<file path="config.mk">
export PLATFORM = sky130hd
export DESIGN_NAME = i2c_mem_ctrl
export DESIGN_NICKNAME = d
export VERILOG_FILES = /design/src/rtl/i2c_mem_ctrl.sv
export SDC_FILE = /design/constraint.sdc
export NUM_CORES = 1
export LEC_CHECK = 0
export ABC_AREA = 1
export BUFFER_PORTS_ARGS = -buffer_cell sky130_fd_sc_hd__buf_2
export CORE_UTILIZATION = 52
export DETAILED_ROUTE_END_ITERATION = 12
export PLACE_DENSITY = 0.85
export SLEW_MARGIN = 20
export SYNTH_ARGS = -nofsm -noshare
export SYNTH_HDL_FRONTEND = slang
export SYNTH_SLANG_ARGS = --single-unit
</file>
<file path="constraint.sdc">
create_clock -name clk -period 2.1 [get_ports clk]
set_clock_uncertainty 0.1 [all_clocks]
set_input_delay 0.525 -clock clk [delete_from_list [all_inputs] [get_ports clk]]
set_output_delay 0.525 -clock clk [all_outputs]
set_load 0.1 [all_outputs]
</file>
<file path="src/rtl/i2c_mem_ctrl.sv">
// I2C slave-side memory controller: two address bytes set an auto-incrementing
// pointer, then written bytes are stored and read requests fetch bytes from memory.
module i2c_mem_ctrl #(
    parameter int ADDR_W  = 14,
    parameter int MEM_LAT = 1
) (
    input  logic              clk,
    input  logic              rst,
    input  logic              i2c_start,
    input  logic              i2c_rw,
    input  logic              i2c_stop,
    input  logic              rx_valid,
    input  logic [7:0]        rx_data,
    input  logic              tx_req,
    output logic              tx_valid,
    output logic [7:0]        tx_data,
    output logic              mem_ce,
    output logic              mem_wre,
    output logic [ADDR_W-1:0] mem_addr,
    output logic [7:0]        mem_wdata,
    input  logic [7:0]        mem_rdata,
    output logic [ADDR_W-1:0] addr_ptr,
    output logic              busy,
    output logic [2:0]        state_dbg
);

    typedef enum logic [2:0] {
        IDLE     = 3'd0,
        ADDR_HI  = 3'd1,
        ADDR_LO  = 3'd2,
        WR_DATA  = 3'd3,
        RD_READY = 3'd4,
        RD_PEND  = 3'd5
    } state_t;

    state_t            state_q, state_d;
    logic [ADDR_W-9:0] hi_q, hi_d;
    logic [ADDR_W-1:0] ptr_q, ptr_d;
    logic [ADDR_W-1:0] maddr_q, maddr_d;
    logic [7:0]        wdata_q, wdata_d;
    logic [7:0]        tx_data_q, tx_data_d;
    logic              tx_valid_q, tx_valid_d;
    logic              ce_q, ce_d;
    logic              wre_q, wre_d;
    logic [1:0]        cnt_q, cnt_d;

    always_ff @(posedge clk) begin
        if (rst) begin
            state_q    <= IDLE;
            hi_q       <= '0;
            ptr_q      <= '0;
            maddr_q    <= '0;
            wdata_q    <= '0;
            tx_data_q  <= '0;
            tx_valid_q <= 1'b0;
            ce_q       <= 1'b0;
            wre_q      <= 1'b0;
            cnt_q      <= '0;
        end else begin
            state_q    <= state_d;
            hi_q       <= hi_d;
            ptr_q      <= ptr_d;
            maddr_q    <= maddr_d;
            wdata_q    <= wdata_d;
            tx_data_q  <= tx_data_d;
            tx_valid_q <= tx_valid_d;
            ce_q       <= ce_d;
            wre_q      <= wre_d;
            cnt_q      <= cnt_d;
        end
    end

    always_comb begin
        state_d    = state_q;
        hi_d       = hi_q;
        ptr_d      = ptr_q;
        maddr_d    = maddr_q;
        wdata_d    = wdata_q;
        tx_data_d  = tx_data_q;
        tx_valid_d = 1'b0;
        ce_d       = 1'b0;
        wre_d      = 1'b0;
        cnt_d      = cnt_q;
        // START beats STOP and any byte event in the same cycle; leaving RD_PEND drops the read.
        if (i2c_start) begin
            state_d = i2c_rw ? RD_READY : ADDR_HI;
            cnt_d   = '0;
        end else if (i2c_stop) begin
            state_d = IDLE;
            cnt_d   = '0;
        end else begin
            case (state_q)
                ADDR_HI: if (rx_valid) begin
                    hi_d    = rx_data[ADDR_W-9:0];
                    state_d = ADDR_LO;
                end
                ADDR_LO: if (rx_valid) begin
                    ptr_d   = {hi_q, rx_data};
                    state_d = WR_DATA;
                end
                WR_DATA: if (rx_valid) begin
                    ce_d    = 1'b1;
                    wre_d   = 1'b1;
                    maddr_d = ptr_q;
                    wdata_d = rx_data;
                    ptr_d   = ptr_q + ADDR_W'(1);
                end
                RD_READY: if (tx_req) begin
                    ce_d    = 1'b1;
                    maddr_d = ptr_q;
                    ptr_d   = ptr_q + ADDR_W'(1);
                    cnt_d   = '0;
                    state_d = RD_PEND;
                end
                RD_PEND: begin
                    // cnt_q counts cycles since the ce cycle; data is valid at MEM_LAT.
                    if (cnt_q == 2'(MEM_LAT)) begin
                        tx_data_d  = mem_rdata;
                        tx_valid_d = 1'b1;
                        state_d    = RD_READY;
                    end else begin
                        cnt_d = cnt_q + 2'd1;
                    end
                end
                default: ;
            endcase
        end
    end

    assign tx_valid  = tx_valid_q;
    assign tx_data   = tx_data_q;
    assign mem_ce    = ce_q;
    assign mem_wre   = wre_q;
    assign mem_addr  = maddr_q;
    assign mem_wdata = wdata_q;
    assign addr_ptr  = ptr_q;
    assign busy      = (state_q != IDLE);
    assign state_dbg = state_q;

endmodule

</file>
Yosys cells after proc, flatten, opt, wreduce, memory -nomap -nowiden:

Index checks and enable logic that the tools add are counted.

* bits in writable memories: 0
* register bits after elaboration: 58
* memories kept: 0
* output and inout port bits: 51
* bits of input ports: 23
* ROM bits: 0
* bits in latches: 0

* bitwise operators: 4
* equality and inequality tests: 14
* order comparisons: 0
* shift operators: 0
* $add $sub $neg: 2
* multipliers: 0
* reductions and logical operators: 15
* div/mod/pow operators: 0
* mux-type cells: 22

Operators by type and width (count)
* 14-bit two-way mux: 5
* 14-bit case mux with 3 select lines: 1
* 14-bit case mux with 2 select lines: 1
* 3-bit two-way mux: 7
* 4-bit inequality test (second input constant): 4
* 14-bit by 1-bit adder with 14-bit output (second input constant): 1
* 3-bit case mux with 4 select lines: 1
* 4-bit AND reduction: 3
* 5-bit AND reduction: 2
* 2-bit inequality test (second input constant): 4
* 4-bit OR reduction: 2
* 3-bit by 2-bit equality test with 1-bit output (second input constant): 2
* 3-bit equality test (second input constant): 2
* 6-bit AND reduction: 1
* 3-bit nonzero test: 2
* 6-bit nonzero test: 1
* 2-bit two-way mux: 2
* 1-bit inverter: 4
* 2-bit case mux with 2 select lines: 1
* 2-bit nonzero test: 2
* 3-bit by 1-bit equality test with 1-bit output (second input constant): 1
* 1-bit two-way mux: 3
* 3-bit AND reduction: 1
* 3-bit OR reduction: 1
* other kinds (3): 3

Longest topological paths before layout:

Gate-level depths: netlist of the first run.

* depth after elaboration: 5
* depth in mapped cells: 10
* mapped depth without buffers: 9

Worst setup path after synthesis of the first run:

No wires, ideal clock.

* path kind: register to output
* start: register state_q[2], in the netlist state_dbg[2]
* end: output port busy
* data arrival time: 1.857 ns
* path buffers: 0
* cell stages (with the launch flop): 3
* slack: -0.382 ns
* data required time: 1.475 ns
* path through: dfxtp_1 -> inv_2 -> nand2_1

* longest elaborated chain between the ends: 1

RTL lines
* start: declaration: RTL line 36 `state_t state_q, state_d;`
* start signal: assignment: RTL line 60 `state_q <= state_d;`
* 3-bit nonzero test: RTL line 137 `assign busy = (state_q != IDLE);`
* end: declaration: RTL line 23 `output logic busy,`

No other way between the ends.

Final worst setup path of the first run:

Ends and elaborated chain as after synthesis.

==> results of run 1 <==
==> cell usage after synthesis, types with 2 or more instances <==
master,count,area [um^2]
ha_1,2,25.0
o21ai_2,2,17.5
nor2_8,2,40.0
inv_1,33,124
nand4_1,6,37.5
a21oi_2,5,43.8
clkbuf_1,4,15.0
dfxtp_1,58,1160
inv_2,2,7.51
buf_4,2,15.0
o21ai_1,9,45.0
nor3_1,6,30.0
nor2_1,66,248
nand2_2,6,37.5
o21ai_0,41,205
or2_2,2,12.5
buf_2,4,20.0
a21oi_1,32,160
nand3_2,3,30.0
a211oi_1,2,15.0
nand3_1,23,115
nand2_1,57,214
o21bai_1,2,15.0
==> sequential cells by signal, summed over array words and instances (netlist names) <==
| register | flops |
|---|---|
| mem_wdata | 8 |
| tx_data | 8 |
| mem_ce | 1 |
| tx_valid | 1 |
| addr_ptr | 14 |
| state_dbg | 3 |
| hi_q | 6 |
| mem_wre | 1 |
| cnt_q | 2 |
| mem_addr | 14 |
==> kinds of logic (layout without fill, tap and decap cells) <==
| family | Yosys count | after routing | share of synthesized area (%) |
|---|---|---|---|
| simple gates | 173 | 173 | 28.8 |
| buf+inv | 49 | 131 | 8.11 |
| compound gates | 94 | 94 | 18.8 |
| fa+ha+maj | 2 | 2 | 0.927 |
| flops | 58 | 58 | 43.0 |
| xor+xnor | 1 | 1 | 0.324 |
==> worst max-delay path, cell delays in order (launching register included) <==
cell and delay [ns]:
dfxtp_2 0.40, inv_2 0.08, nand2_1 0.06, buf_2 0.42
==> layer usage <==
layer / part of all wire, % / track usage (%) / wire, um
met5: 0 / 0 / 0
met4: 2.2 / 12.4 / 143
met3: 6.5 / 6.50 / 429
met2: 46 / 40.9 / 3030
met1: 45 / 32.9 / 3000
==> per-stage QoR <==
step | cell area, um^2 | instances
2_1_floorplan | 2710 | 377
3_3_place_gp | 3130 | 510
3_5_place_dp | 3130 | 510
4_1_cts | 3340 | 526
5_1_grt | 3340 | 526
6_report | 3340 | 526
==> layout make-up <==
class	instances	area share (%)
clock buffers	11	4.54
well taps	67	2.51
flip-flops and latches	58	35.0
clock inverters	5	1.57
repair buffers	79	12.7
multi-input cells	270	39.5
inverters	36	4.12
==> worst max-delay path by stage <==
stage,start,end,slack (ns),cells after the start
5_1_grt,state_dbg[2]$_SDFFE_PP0P_,busy,0.11,3
2_1_floorplan,state_dbg[2]$_SDFFE_PP0P_,busy,-0.01,2
4_1_cts,state_dbg[2]$_SDFFE_PP0P_,busy,0.17,3
3_5_place_dp,i2c_start,addr_ptr[8]$_SDFFE_PP0P_,0.20,9
3_3_place_gp,i2c_start,addr_ptr[7]$_SDFFE_PP0P_,0.24,9
6_report,state_dbg[2]$_SDFFE_PP0P_,busy,0.17,3
==> power groups by stage <==
stage | clock, uW | combinational, uW | sequential, uW
6_report | 1050 | 432 | 1160
5_1_grt | 1120 | 462 | 1160
3_3_place_gp | 0 | 423 | 1180
4_1_cts | 1070 | 430 | 1150
3_5_place_dp | 0 | 428 | 1180
2_1_floorplan | 0 | 185 | 1330
==> flow_summary.toml, run 1 <==
[yosys]
ys_ff_latch = 58
synth_warnings = 0
synthFlopType = "dfxtp_1"
synth_edf_count = 0
ys_seq_area_share_pct = 43.0
yosysUniqueCellTypes = 31
ys_async_sr_fraction_pct = 0
syn_nets = 402
syn_avg_cell_area_um2 = 7.16
syn_area_mm2 = 0.00270
syn_inst = 377

[final_layout]
diodes = 0
final_cell_mix = "73 x buf_2, 66 x nor2_1, 57 x nand2_1"
final_common_cell = "buf_2"
post-route-util_pct = 68.9
nets = 479
drive_gt1_share_pct = 27.5
multiInputGateArea_mm2 = 0.00132
regArea_mm2 = 0.00117
area_growth_pct = 23.6
fillers = 427

[worst_setup_path]
cp-start-kind = "flop"
worst-r2r-cell-count = 9
r2r_start = "state_dbg[0]$_SDFFE_PP0P_"
crit_type = "reg2out"
rrSetupSlack_ns = 0.33
r2r-end = "addr_ptr[3]$_SDFFE_PP0P_"
required_ns = 1.47
crit_fanout = 8
cp.arrival_ns = 1.30
worstSetupEndpointType = "output port"

[pwr]
ir_drop_v = 0.000513
swShare_pct = 30.6
internal_power_uw = 1830
pwr-share-comb_pct = 16.4
clkPwrFrac_pct = 39.8
p_switching_uw = 807
p_leak_uw = 0.00151
finalPower_uw = 2640
power_density_mw_per_mm2 = 790
seq_power_share_pct = 43.8

[clock_tree]
cts_hold_buf = 0
cts.repair.resized = 0
cts_root_buffer = "clkbuf_8"
cts_setup_buffers = 0
clock_sinks = 58
cts_buffers = 9
clk_pin_slew_ns = 0.07
insertion_delay_ns = 0.34
ctsLongestPathBuffers = 2
cts_tree = "yes"
htreeDepth = 3

[sta]
min_period_ns = 1.93
finalHoldViolCount = 0
maxSlewViolCount = 0
post-route-period-util_pct = 91.9
setup_viol = 0
timing.final.ws_setup_ns = 0.171
rsz0062_at_grt = "no"
worst_pin_slew_ns = 0.498
clock.fmax_mhz = 518
whs_ns = 0.336
fin_setup_tns_ns = 0
max_slew_margin_pct = 66.7

[global_route]
grt_use_total_pct = 25.8
grt_max_degree = 36
overflow = 0
antenna_found_initial = 0
grt_pass1_wl_mm = 10.6
grt_pass1_vias = 2394

[placed_design]
port_buffers = 73
place.gp.congestion = 0.920
dp_worst_setup_slack_ns = 0.196
hpwlAfterDp_mm = 4.78

[drt]
drtIter0Drc = 168
totalWireLength_mm = 6.61
firstDrtPassIters = 5
wl_per_cell_um = 12.6
remaining_drc_errors = 0
ant_nets = 0
num_vias = 2751
via_per_inst = 5.23

[worst_hold_path]
hold_class = "in2reg"
holdPathStages = 3
hold_end = "tx_data[4]$_SDFFE_PP0P_"
hp-start = "mem_rdata[4]"

[floorplan]
fp.dieH_um = 74.1
core-area_mm2 = 0.00485
die_area_mm2 = 0.00548
num_rows = 25
io-pin-count = 74
die_w_um = 74.1
start_util_pct = 55.7

[outcome]
status = "finished, final reports clean"

[job]
cap_viol_max_count = 0
Note: power is estimated with default switching activity, not from simulation.
==> run 2: changes to the inputs <==
--- a/config.mk
+++ b/config.mk
@@ -9,6 +9,7 @@
 export BUFFER_PORTS_ARGS = -buffer_cell sky130_fd_sc_hd__buf_2
 export CORE_UTILIZATION = 52
 export DETAILED_ROUTE_END_ITERATION = 12
+export HOLD_SLACK_MARGIN = 0.12
 export PLACE_DENSITY = 0.85
 export SLEW_MARGIN = 20
 export SYNTH_ARGS = -nofsm -noshare
==> constraint.sdc (replaced) <==
create_clock -name clk -period 2.1 [get_ports clk]
set_clock_uncertainty 0.1 [all_clocks]
set_input_delay 0.105 -clock clk [delete_from_list [all_inputs] [get_ports clk]]
set_output_delay 0.105 -clock clk [all_outputs]
set_load 0.1 [all_outputs]
==> run 2 against run 1 <==
Flip-flop and latch count stayed put. Global-route usage is 2.8 points higher. Non-clock buffer count is 21 higher. Combinational power is 8.1% higher. Largest cell class unchanged. Highest routed layer unchanged.
==> flow_summary.toml, run 2 (synthesized netlist as in run 1, its figures left out) <==
[clock_tree]
cts_setup_buffers = 0
clk_pin_slew_ns = 0.06
htreeDepth = 3
cts_tree = "yes"
cts_root_buffer = "clkbuf_8"
cts_buffers = 9
ctsLongestPathBuffers = 2
insertion_delay_ns = 0.34
cts.repair.resized = 0
clock_sinks = 58
cts_hold_buf = 23

[worst_setup_path]
rrSetupSlack_ns = 0.21
required_ns = 2.23
cpMostUsedCell = "nand2_1"
cp-start-kind = "flop"
cp.arrival_ns = 2.01
cp_slowest_cell = "nand2_1"
slowest_delay_ns = 0.45
worstSetupEndpointType = "flop"
r2r-end = "addr_ptr[3]$_SDFFE_PP0P_"
r2r_start = "state_dbg[1]$_SDFFE_PP0P_"
crit_type = "reg2reg"
cp_cell_sequence = "nor2_2 -> nand2_1 -> nand2_1 -> buf_4 -> nand3_1 -> o21ai_0 -> nand2_1 -> nand2_1 -> a21oi_2"
crit_fanout = 22
worst-r2r-cell-count = 9

[drt]
wl_per_cell_um = 13.4
totalWireLength_mm = 7.33
remaining_drc_errors = 0
drtIter0Drc = 178
num_vias = 2857
firstDrtPassIters = 5
via_per_inst = 5.22
ant_nets = 0

[floorplan]
fp.dieH_um = 74.1
start_util_pct = 55.7
num_rows = 25
core-area_mm2 = 0.00485
die_area_mm2 = 0.00548
die_w_um = 74.1
io-pin-count = 74

[worst_hold_path]
holdPathStages = 2
hold_end = "mem_addr[1]$_SDFFE_PP0P_"
hp-start = "mem_addr[1]$_SDFFE_PP0P_"
hold_class = "reg2reg"

[sta]
worst_pin_slew_ns = 0.579
whs_ns = 0.380
rsz0062_at_grt = "no"
setup_viol = 0
fin_setup_tns_ns = 0
maxSlewViolCount = 0
min_period_ns = 1.89
finalHoldViolCount = 0
post-route-period-util_pct = 89.8
clock.fmax_mhz = 530
max_slew_margin_pct = 61.2

[final_layout]
final_common_cell = "buf_2"
nets = 500
area_growth_pct = 31.5
instances_no_fill = 547
diodes = 0
design_area_mm2 = 0.00355
drive_gt1_share_pct = 25.4
final_cell_mix = "73 x buf_2, 66 x nor2_1, 57 x nand2_1"

[global_route]
antenna_found_initial = 0
overflow = 0
grt_pass1_wl_mm = 11.8
grt_max_degree = 30
grt_pass1_vias = 2587
grt_use_total_pct = 28.6

[outcome]
status = "finished, final reports clean"

[pwr]
internal_power_uw = 1840
power_density_mw_per_mm2 = 744
pwr-share-comb_pct = 17.7
clkPwrFrac_pct = 38.5
p_switching_uw = 802
p_leak_uw = 0.00160
swShare_pct = 30.4
ir_drop_v = 0.000466
seq_power_share_pct = 43.8

[placed_design]
dp_cells = 508
hpwlAfterDp_mm = 4.85
place.gp.congestion = 0.916
port_buffers = 73
placed_cell_area_mm2 = 0.00312

[job]
cap_viol_max_count = 0
run 2: cell types whose count changed in the layout (fill, tap and decap cells not counted), moves of 2 or more:
cell	change
dlygate4sd3_1	+23
clkinv_2	-2
clkbuf_8	+3
buf_4	-2
run 2: area by class of cell:
type / count / area [um^2]
Fill cell: 374 / 1300
Multi-Input combinational cell: 270 / 1320
Clock buffer: 15 / 196
Inverter: 36 / 138
Clock inverter: 1 / 5.00
Sequential cell: 58 / 1170
Timing Repair Buffer: 100 / 638
Tap cell: 67 / 83.8
run 2: critical path: cells and delay by family (launching register included):
kind,cells,cell delay [ns]
AO/OA/AOI/OAI,2,0.12
buffers and inverters,1,0.26
flip-flops,1,0.35
AND/OR/NAND/NOR,6,0.95
run 2: stage by stage:
step / setup slack [ns] / power [uW] / util, %
6_report: 0.215 / 2640 / 73.2
5_1_grt: 0.0848 / 2730 / 73.2
4_1_cts: 0.263 / 2630 / 73.2
3_5_place_dp: 0.289 / 1600 / 64.3
3_3_place_gp: 0.346 / 1600 / 64.3
2_1_floorplan: -0.0164 / 1520 / -
run 2: how the worst max path moves through the flow:
stage,start,endpoint,depth (start not counted)
after floorplan,addr_ptr[3]$_SDFFE_PP0P_,addr_ptr[10]$_SDFFE_PP0P_,7
after global placement,state_dbg[1]$_SDFFE_PP0P_,addr_ptr[3]$_SDFFE_PP0P_,9
after detailed placement,state_dbg[1]$_SDFFE_PP0P_,addr_ptr[3]$_SDFFE_PP0P_,9
after CTS,state_dbg[1]$_SDFFE_PP0P_,addr_ptr[3]$_SDFFE_PP0P_,9
after global routing,state_dbg[1]$_SDFFE_PP0P_,addr_ptr[3]$_SDFFE_PP0P_,9
final,state_dbg[1]$_SDFFE_PP0P_,addr_ptr[3]$_SDFFE_PP0P_,9
run 2: power by group through the flow:
stage / registers, uW / logic (uW) / clock network, uW
finish: 1160 / 467 / 1020
global route: 1160 / 500 / 1070
CTS: 1150 / 460 / 1020
detailed placement: 1180 / 426 / 0
global placement: 1180 / 420 / 0
floorplan: 1330 / 185 / 0
run 2: per-layer routing:
layer | vias to the layer above | global-route usage [%] | wire length (um)
met3 | 19 | 6.91 | 420
met5 | - | 0 | 0
met1 | 1279 | 36.3 | 3370
met4 | 0 | 13.7 | 203
met2 | 122 | 45.8 | 3330
li1 | 1437 | - | -
==> run 3: changes to the inputs <==
==> constraint.sdc (replaced) <==
create_clock -name clk -period 1.85 [get_ports clk]
set_clock_uncertainty 0.1 [all_clocks]
set_input_delay 0.0925 -clock clk [delete_from_list [all_inputs] [get_ports clk]]
set_output_delay 0.0925 -clock clk [all_outputs]
set_load 0.1 [all_outputs]
==> run 3 against run 2 <==
Wire length is 0.18% higher. Via count increased by 2.8%. First-iteration DRC count grew 33%. Worst hold slack worse by 0.00056 ns. Sequential share of layout area decreased by 0.24 points. Clock power increased by 42%. Sequential power grew 13%. Non-clock buffer count up 3. Combinational power is 14% higher. Cell count up 0.55%. Flip-flop and latch count stayed put. Critical path depth shrank 2.
==> flow_summary.toml, run 3 (synthesized netlist as in run 1, its figures left out) <==
[clock_tree]
ctsLongestPathBuffers = 2
cts_buffers = 9
cts_tree = "yes"
cts.repair.resized = 0
clk_pin_slew_ns = 0.07
insertion_delay_ns = 0.34
cts_setup_buffers = 0
htreeDepth = 3
cts_root_buffer = "clkbuf_8"
clock_sinks = 58

[placed_design]
place.gp.congestion = 0.883
dp_worst_setup_slack_ns = 0.224
port_buffers = 73
hpwlAfterDp_mm = 4.91

[sta]
worst_pin_slew_ns = 0.507
post-route-period-util_pct = 93.6
setup_viol = 0
rsz0062_at_grt = "no"
clock.fmax_mhz = 578
max_slew_margin_pct = 66.4
maxSlewViolCount = 0
whs_ns = 0.379
min_period_ns = 1.73
fin_setup_tns_ns = 0
finalHoldViolCount = 0
timing.final.ws_setup_ns = 0.119

[final_layout]
regArea_mm2 = 0.00119
final_cell_mix = "73 x buf_2, 66 x nor2_1, 57 x nand2_1"
final_common_cell = "buf_2"
diodes = 0
nets = 503
drive_gt1_share_pct = 27.5
post-route-util_pct = 74.9
multiInputGateArea_mm2 = 0.00132
fillers = 370
area_growth_pct = 34.4

[pwr]
ir_drop_v = 0.000629
power_density_mw_per_mm2 = 908
p_leak_uw = 0.00163

[floorplan]
die_area_mm2 = 0.00548
core-area_mm2 = 0.00485
io-pin-count = 74
start_util_pct = 55.7
die_w_um = 74.1
num_rows = 25
fp.dieH_um = 74.1

[drt]
firstDrtPassIters = 5
totalWireLength_mm = 7.34
remaining_drc_errors = 0
via_per_inst = 5.34
drtIter0Drc = 236
wl_per_cell_um = 13.3
ant_nets = 0
num_vias = 2938

[worst_setup_path]
cpMostUsedCell = "dlygate4sd3_1"
cp_cell_sequence = "dlygate4sd3_1 -> buf_2 -> nor2_8 -> nand2_2 -> dlygate4sd3_1 -> nor3_1 -> nor2_1"
cp_slowest_cell = "dlygate4sd3_1"
cp.buffers_inverters = 3
crit_type = "in2reg"
cp-start-kind = "primary input"
path_delay_family = "buffers and inverters"
cp.arrival_ns = 1.86
slowest_delay_ns = 0.57
required_ns = 1.98
crit_fanout = 6
worstSetupEndpointType = "flop"

[global_route]
antenna_found_initial = 0
grt_max_degree = 46
overflow = 0
grt_pass1_wl_mm = 11.9
grt_pass1_vias = 2664
grt_use_total_pct = 28.6

[worst_hold_path]
hold_class = "reg2reg"

[outcome]
status = "finished, final reports clean"

[job]
cap_viol_max_count = 0
[run 3: cell count changes in the layout (fill, tap and decap cells not counted)]
cell,before,now
clkinv_2,1,2
dfxtp_4,0,3
clkbuf_8,14,11
dfxtp_1,52,44
clkbuf_1,1,0
buf_4,3,6
dlygate4sd3_1,23,24
dfxtp_2,6,11
buf_12,1,0
bufinv_16,0,3
[run 3: power breakdown]
group | internal [uW] | leakage (uW) | switching, uW | total, uW
sequential | 1280 | 0.000476 | 32.1 | 1310
clock | 963 | 0.000129 | 487 | 1450
combinational | 139 | 0.00103 | 394 | 534
total | 2380 | 0.00163 | 914 | 3290
[run 3: path summary, 6_finish.rpt]
kind	depth (start not counted)	endpoint	startpoint	slack (ns)
hold / removal	2	tx_data[7]$_SDFFE_PP0P_	tx_data[7]$_SDFFE_PP0P_	0.38
setup / recovery	7	hi_q[5]$_SDFFE_PP0P_	i2c_start	0.12
setup reg to reg	7	addr_ptr[4]$_SDFFE_PP0P_	state_dbg[2]$_SDFFE_PP0P_	0.14
hold reg to reg	2	tx_data[7]$_SDFFE_PP0P_	tx_data[7]$_SDFFE_PP0P_	0.38
[run 3: worst reg2reg max path, delay by kind of cell (launching register included)]
family                 cells  cell delay, ns
AND/OR/NAND/NOR            2            0.24
flip-flops                 1            0.37
AO/OA/AOI/OAI              2            0.36
buffers and inverters      3            0.51
[run 3: per-stage QoR]
step	power [uW]	std cells	cell area, um^2
after floorplan	1720	377	2730
after global placement	1810	510	3140
after detailed placement	1820	510	3140
after CTS	3300	550	3630
after global routing	3400	550	3630
final	3290	550	3630
[run 3: timing repair]
action / CTS / global route
hold buffers: 24 / 0
setup endpoints to repair: 0 / 0
hold endpoints to repair: 42 / 0
[run 3: layout make-up]
| type | instances | share of cell area, % |
|---|---|---|
| Clock buffer | 11 | 4.17 |
| Timing Repair Buffer | 103 | 17.9 |
| Inverter | 36 | 3.79 |
| Clock inverter | 5 | 2.76 |
| Tap cell | 67 | 2.31 |
| Sequential cell | 58 | 32.7 |
| Multi-Input combinational cell | 270 | 36.4 |
[run 3: layer usage]
| metal | part of all wire, % | track usage [%] | up-vias |
|---|---|---|---|
| li1 | - | - | 1449 |
| met1 | 44 | 34.5 | 1356 |
| met2 | 49 | 48.4 | 121 |
| met3 | 6.1 | 6.23 | 12 |
| met4 | 1.5 | 13.5 | 0 |
| met5 | 0 | 0 | - |
